## config.mk

```make
export PLATFORM = sky130hd
export DESIGN_NAME = instr_fetch_unit
export DESIGN_NICKNAME = d
export VERILOG_FILES = /design/src/rtl/instr_fetch_unit.sv
export SDC_FILE = /design/constraint.sdc
export NUM_CORES = 2
export LEC_CHECK = 0
export CORE_ASPECT_RATIO = 1.4
export CORE_MARGIN = 1
export CORE_UTILIZATION = 25
export CTS_BUF_LIST = sky130_fd_sc_hd__clkbuf_8
export DETAILED_ROUTE_END_ITERATION = 10
export DONT_BUFFER_PORTS = 1
export PLACE_DENSITY = 0.45
export RECOVER_POWER = 100
export SKIP_CTS_REPAIR_TIMING = 1
export SYNTH_ARGS = -nofsm -noshare
export SYNTH_HDL_FRONTEND = slang
export SYNTH_SLANG_ARGS = --single-unit
```

## constraint.sdc

```tcl
create_clock -name clk -period 3.62 [get_ports clk]
set_input_delay 0.181 -clock clk [delete_from_list [all_inputs] [get_ports clk]]
set_output_delay 0.181 -clock clk [all_outputs]
set_load 0.01 [all_outputs]
```

## src/rtl/instr_fetch_unit.sv

```systemverilog
// Instruction fetch stage: PC register, loadable word-addressed imem, valid/ready output to the core.
// Latency: first instruction 1 cycle after rst release; 2 cycles after a redirect cycle.
// Backpressure: instr_valid && !out_ready holds every output and the PC bit-stable until accepted.
module instr_fetch_unit #(
   parameter int          IMEM_DEPTH = 64,
   parameter logic [31:0] RESET_PC   = 32'h0000_0000
) (
   input  logic        clk,
   input  logic        rst,
   input  logic        load_en,
   input  logic [31:0] load_addr,
   input  logic [31:0] load_data,
   input  logic        redirect_valid,
   input  logic [31:0] redirect_pc,
   input  logic        out_ready,
   output logic [31:0] instruction,
   output logic [31:0] instr_pc,
   output logic [31:0] pc_plus4,
   output logic        instr_valid,
   output logic        fault
);

   // Word index width into imem; byte span used for range checks so that the
   // low address bits take part in the compare without changing its result.
   localparam int          IDX_W      = (IMEM_DEPTH > 1) ? $clog2(IMEM_DEPTH) : 1;
   localparam logic [31:0] IMEM_BYTES = 32'(IMEM_DEPTH * 4);

   typedef enum logic [0:0] {
      S_FETCH = 1'b0,
      S_FAULT = 1'b1
   } state_t;

   // ------------------------------------------------------------------
   // State
   // ------------------------------------------------------------------
   logic [31:0] r_imem [IMEM_DEPTH];
   state_t      r_state;
   logic [31:0] r_pc;
   logic [31:0] r_instruction;
   logic [31:0] r_instr_pc;
   logic [31:0] r_pc_plus4;
   logic        r_instr_valid;

   // ------------------------------------------------------------------
   // Combinational helpers
   // ------------------------------------------------------------------
   state_t           w_state_nxt;
   logic             w_pc_aligned;
   logic             w_pc_in_range;
   logic             w_pc_legal;
   logic [IDX_W-1:0] w_pc_idx;
   logic [31:0]      w_pc_inc;
   logic             w_out_free;
   logic             w_advance;
   logic             w_fetch;
   logic             w_trap;
   logic             w_load_hit;
   logic [IDX_W-1:0] w_load_idx;
   logic [31:0]      w_pc_nxt;
   logic             w_instr_valid_nxt;

   // A PC is fetchable only if word aligned and inside imem.
   assign w_pc_aligned  = (r_pc[1:0] == 2'b00);
   assign w_pc_in_range = (r_pc < IMEM_BYTES);
   assign w_pc_legal    = w_pc_aligned && w_pc_in_range;
   assign w_pc_idx      = r_pc[IDX_W+1:2];
   assign w_pc_inc      = r_pc + 32'd4;

   // The output slot can take a new word when empty or being accepted now.
   // Redirect wins over both advance and stall.
   assign w_out_free = !r_instr_valid || out_ready;
   assign w_advance  = (r_state == S_FETCH) && !redirect_valid && w_out_free;
   assign w_fetch    = w_advance && w_pc_legal;
   assign w_trap     = w_advance && !w_pc_legal;

   // Loads beyond imem are dropped rather than aliased onto low words.
   assign w_load_hit = load_en && (load_addr < IMEM_BYTES);
   assign w_load_idx = load_addr[IDX_W+1:2];

   // Next-state logic: redirect always returns to FETCH, an illegal fetch parks in FAULT.
   always_comb begin
      w_state_nxt = r_state;
      if (redirect_valid) begin
         w_state_nxt = S_FETCH;
      end else if (w_trap) begin
         w_state_nxt = S_FAULT;
      end
   end

   // Next PC and valid flag; everything not named here holds its value.
   always_comb begin
      w_pc_nxt          = r_pc;
      w_instr_valid_nxt = r_instr_valid;
      if (redirect_valid) begin
         // In-flight word is dropped; the redirect target is fetched next cycle.
         w_pc_nxt          = redirect_pc;
         w_instr_valid_nxt = 1'b0;
      end else if (w_fetch) begin
         w_pc_nxt          = w_pc_inc;
         w_instr_valid_nxt = 1'b1;
      end else if (w_trap) begin
         // PC stays on the offending address so it is visible for debug.
         w_instr_valid_nxt = 1'b0;
      end
   end

   // State register with synchronous reset.
   always_ff @(posedge clk) begin
      if (rst) begin
         r_state <= S_FETCH;
      end else begin
         r_state <= w_state_nxt;
      end
   end

   // PC and valid registers.
   always_ff @(posedge clk) begin
      if (rst) begin
         r_pc          <= RESET_PC;
         r_instr_valid <= 1'b0;
      end else begin
         r_pc          <= w_pc_nxt;
         r_instr_valid <= w_instr_valid_nxt;
      end
   end

   // Output payload captured only on a legal fetch, so stalls keep it bit-stable.
   // The imem read sees the pre-edge contents, so a same-cycle load returns old data.
   always_ff @(posedge clk) begin
      if (rst) begin
         r_instruction <= 32'h0;
         r_instr_pc    <= 32'h0;
         r_pc_plus4    <= 32'h0;
      end else if (w_fetch) begin
         r_instruction <= r_imem[w_pc_idx];
         r_instr_pc    <= r_pc;
         r_pc_plus4    <= w_pc_inc;
      end
   end

   // Instruction memory write port; contents survive reset, but reset blocks writes.
   always_ff @(posedge clk) begin
      if (!rst && w_load_hit) begin
         r_imem[w_load_idx] <= load_data;
      end
   end

   // ------------------------------------------------------------------
   // Outputs
   // ------------------------------------------------------------------
   assign instruction = r_instruction;
   assign instr_pc    = r_instr_pc;
   assign pc_plus4    = r_pc_plus4;
   assign instr_valid = r_instr_valid;
   assign fault       = (r_state == S_FAULT);

endmodule

```

==> metrics <==
Detailed Place HPWL=150 mm; layout cells sized above 1=around a quarter; worst clock skew=0.0846 ns; placed cells=a little over 8000; outcome=finished, violations left; DRT Pass-1 Iters=5; Longest Clk Path Bufs=4; # H-tree levels=5; number of global-route vias before repair=43000; Hold Path Class=in -> reg; vias after detailed routing=40900; min cycle time layout=3.60 ns; initial antenna violation count=20; xor/xnor cell area share of the yosys netlist=0.0640%; first-pass GRT wire length=347 mm; Syn Inst Count=3769; Die Wd=about 490 um; Core Area=~0.33 mm^2; I/O pin count=~200; top_reg_cell synth=edfxtp_1; #FFs+latches synth=between 2000 and 2500; buffers added on ports=0; asr flop ratio synth=0%; GRT overflow=0; root cell of the clock tree=clkbuf_8; CTS clk-pin slew, worst paths=0.06 ns; synth warn=0; Synth Area in Compound Gates=2.75%; fin nets=between 4000 and 5000; Crit path required time=about 4.5 ns; Slew Viols, Final=~3100; routability cong.=0.744; Startpoint Class=flip-flop; Die H=680 um; post-DR vias/cell=4.57; CP arrival=~4.5 ns; post-route insts no fill=8954; Unique masters post-synth=58; Pwr Density=~520 mW/mm^2; Hold WS=-0.0112 ns; largest net degree at the start of global routing=a little over 80; die area=0.331 mm^2; synthesized cell area=roughly 0.082 mm^2; clock insertion delay at the later pin of the skew report=0.98 ns; CTS Sinks=2176; sequential area share after synthesis=78.1%; Syn-to-layout area delta=17.8%; post-DR wirelength/cell=28.4 um; fill cell count=31900; FP Rows=248; Initial Utilization=about a quarter; Max Fclk=278 MHz; final wirelength=255 mm; Crit Path Class=reg -> reg; drt initial violations=3186; Peak VDD IR=0.000297 V; Max transition margin=-130%; CTS buffer count=343; Worst Tran Pin Value=3.44 ns; GRT Util Overall=approximately 15%; syn_nets=3871; mux cell area share after synthesis=15.5%; maxcap violations=between 70 and 80; post-route ant nets=0; failing checks=hold timing, capacitance limit, slew limit; EDFF count, synth=between 2000 and 2500; CTS tree=yes; main combinational cell family by area after synthesis=multiplexers; overall power=49.9 mW; Post-Synth Adder-Cell Area=less than 1%; Synth Area in Simple Gates=2.43%; syn_area_per_cell=~22 um^2; cell leakage power=29.6 nW; Final Setup Violations=0; drt drc=0; Worst setup EP type=flip-flop; CP max FO=18; final worst-path cycle share=99.3%; Hold Vio Cnt, Final=3
-- routing by layer --
metal | up-vias | wire length, um | global-route usage [%] | share of wire, %
met1 | 22300 | 98800 | 17.5 | 39
met3 | 356 | 13000 | 3.18 | 5.1
met5 | - | 41 | 0 | 0.016
li1 | 17000 | - | - | -
met4 | 6 | 7980 | 4.62 | 3.1
met2 | 1229 | 135000 | 27.0 | 53
-- synthesized netlist by cell type, types with 23 or more instances --
master / n / area [um^2]
nand2_1: 70 / 263
a21oi_1: 33 / 165
a211oi_1: 69 / 518
buf_2: 76 / 380
edfxtp_1: 2048 / 61500
buf_1: 23 / 86.3
clkbuf_1: 96 / 360
and2_1: 55 / 344
nor2_1: 151 / 567
mux2i_1: 133 / 1330
o22ai_1: 44 / 275
nand3_1: 51 / 255
dfxtp_1: 128 / 2560
a22oi_1: 97 / 728
mux4_2: 504 / 11400
-- logic make-up (layout without fill, tap and decap cells) --
family	Yosys count	count (layout)
buffers and inverters	219	1023
adders and majority gates	1	1
DFF	2176	2176
xor gates and xnor gates	6	6
AOI/OAI and AO/OA	311	311
and+or+nand+nor	418	418
other	0	6
muxes	638	638
-- worst max-delay path, stage by stage, from the launching register on --
cell and delay [ns]:
dfxtp_1 0.31, nor4_1 0.41, nand4_1 0.49, nor4_2 0.56
buf_4 0.19, buf_4 0.28, nor2_1 0.14, buf_4 0.22
a22oi_1 0.16, a21oi_1 0.08, dlygate4sd3_1 0.59
-- state kept, by name, indices dropped and copies added (netlist names) --
signal       count
fault            1
instr_pc        32
instr_valid      1
instruction     32
pc_plus4        30
r_imem        2048
r_pc            32
-- per-stage QoR --
step / TNS (ns) / util (%) / cell area, um^2 / worst slack [ns]
6_report: 0 / 29.6 / 96700 / 0.0236
5_1_grt: -0.0358 / 29.6 / 96700 / -0.0358
4_1_cts: 0 / 29.6 / 96400 / 0.248
3_3_place_gp: 0 / 27.6 / 90100 / 0.216
2_1_floorplan: 0 / - / 82100 / 0.549
3_5_place_dp: 0 / 27.6 / 90100 / 0.248
-- report_power, final --
group / internal (mW) / switching [mW] / total, mW / leakage (nW)
combinational: 0.970 / 1.55 / 2.52 / 6.51
sequential: 27.6 / 0.0676 / 27.6 / 19.4
clock: 9.95 / 9.77 / 19.7 / 3.67
-- final cells by class --
cell class / instances / area, um^2 / share of cell area, %
antenna: 6 / 15.0 / 0.0155
clock buffer: 369 / 5080 / 5.25
clock inverter: 233 / 1210 / 1.25
inverter: 5 / 21.3 / 0.0220
multi-input combinational: 1374 / 17300 / 17.9
sequential: 2176 / 64100 / 66.3
tap: 4375 / 5470 / 5.66
timing repair buffer: 416 / 3460 / 3.58
-- path summary, 6_finish.rpt --
path	start	endpoint	slack [ns]	cells past startpoint
max	r_pc[12]$_SDFFE_PP0P_	r_pc[8]$_SDFFE_PP0P_	0.02	10
min	load_addr[6]	r_imem[48][9]$_DFFE_PP_	-0.01	2
max reg2reg	r_pc[12]$_SDFFE_PP0P_	r_pc[8]$_SDFFE_PP0P_	0.02	10
min reg2reg	instr_pc[7]$_SDFFE_PP0P_	instr_pc[7]$_SDFFE_PP0P_	0.50	2
-- cell usage in the layout (no fill, tap or decap), types with 35 or more instances in the layout --
cell type	instances
edfxtp_1	2048
mux4_2	504
clkbuf_8	369
inv_1	133
mux2i_1	133
dlygate4sd3_1	128
dfxtp_1	123
buf_4	113
nor2_1	104
a22oi_1	97
clkbuf_1	86
nand2_1	70
a211oi_1	70
nand3_1	51
clkinv_1	49
clkbuf_2	48
o22ai_1	44
nor2_4	41
and2_1	40
buf_12	35
Note: power is estimated with default switching activity, not from simulation.
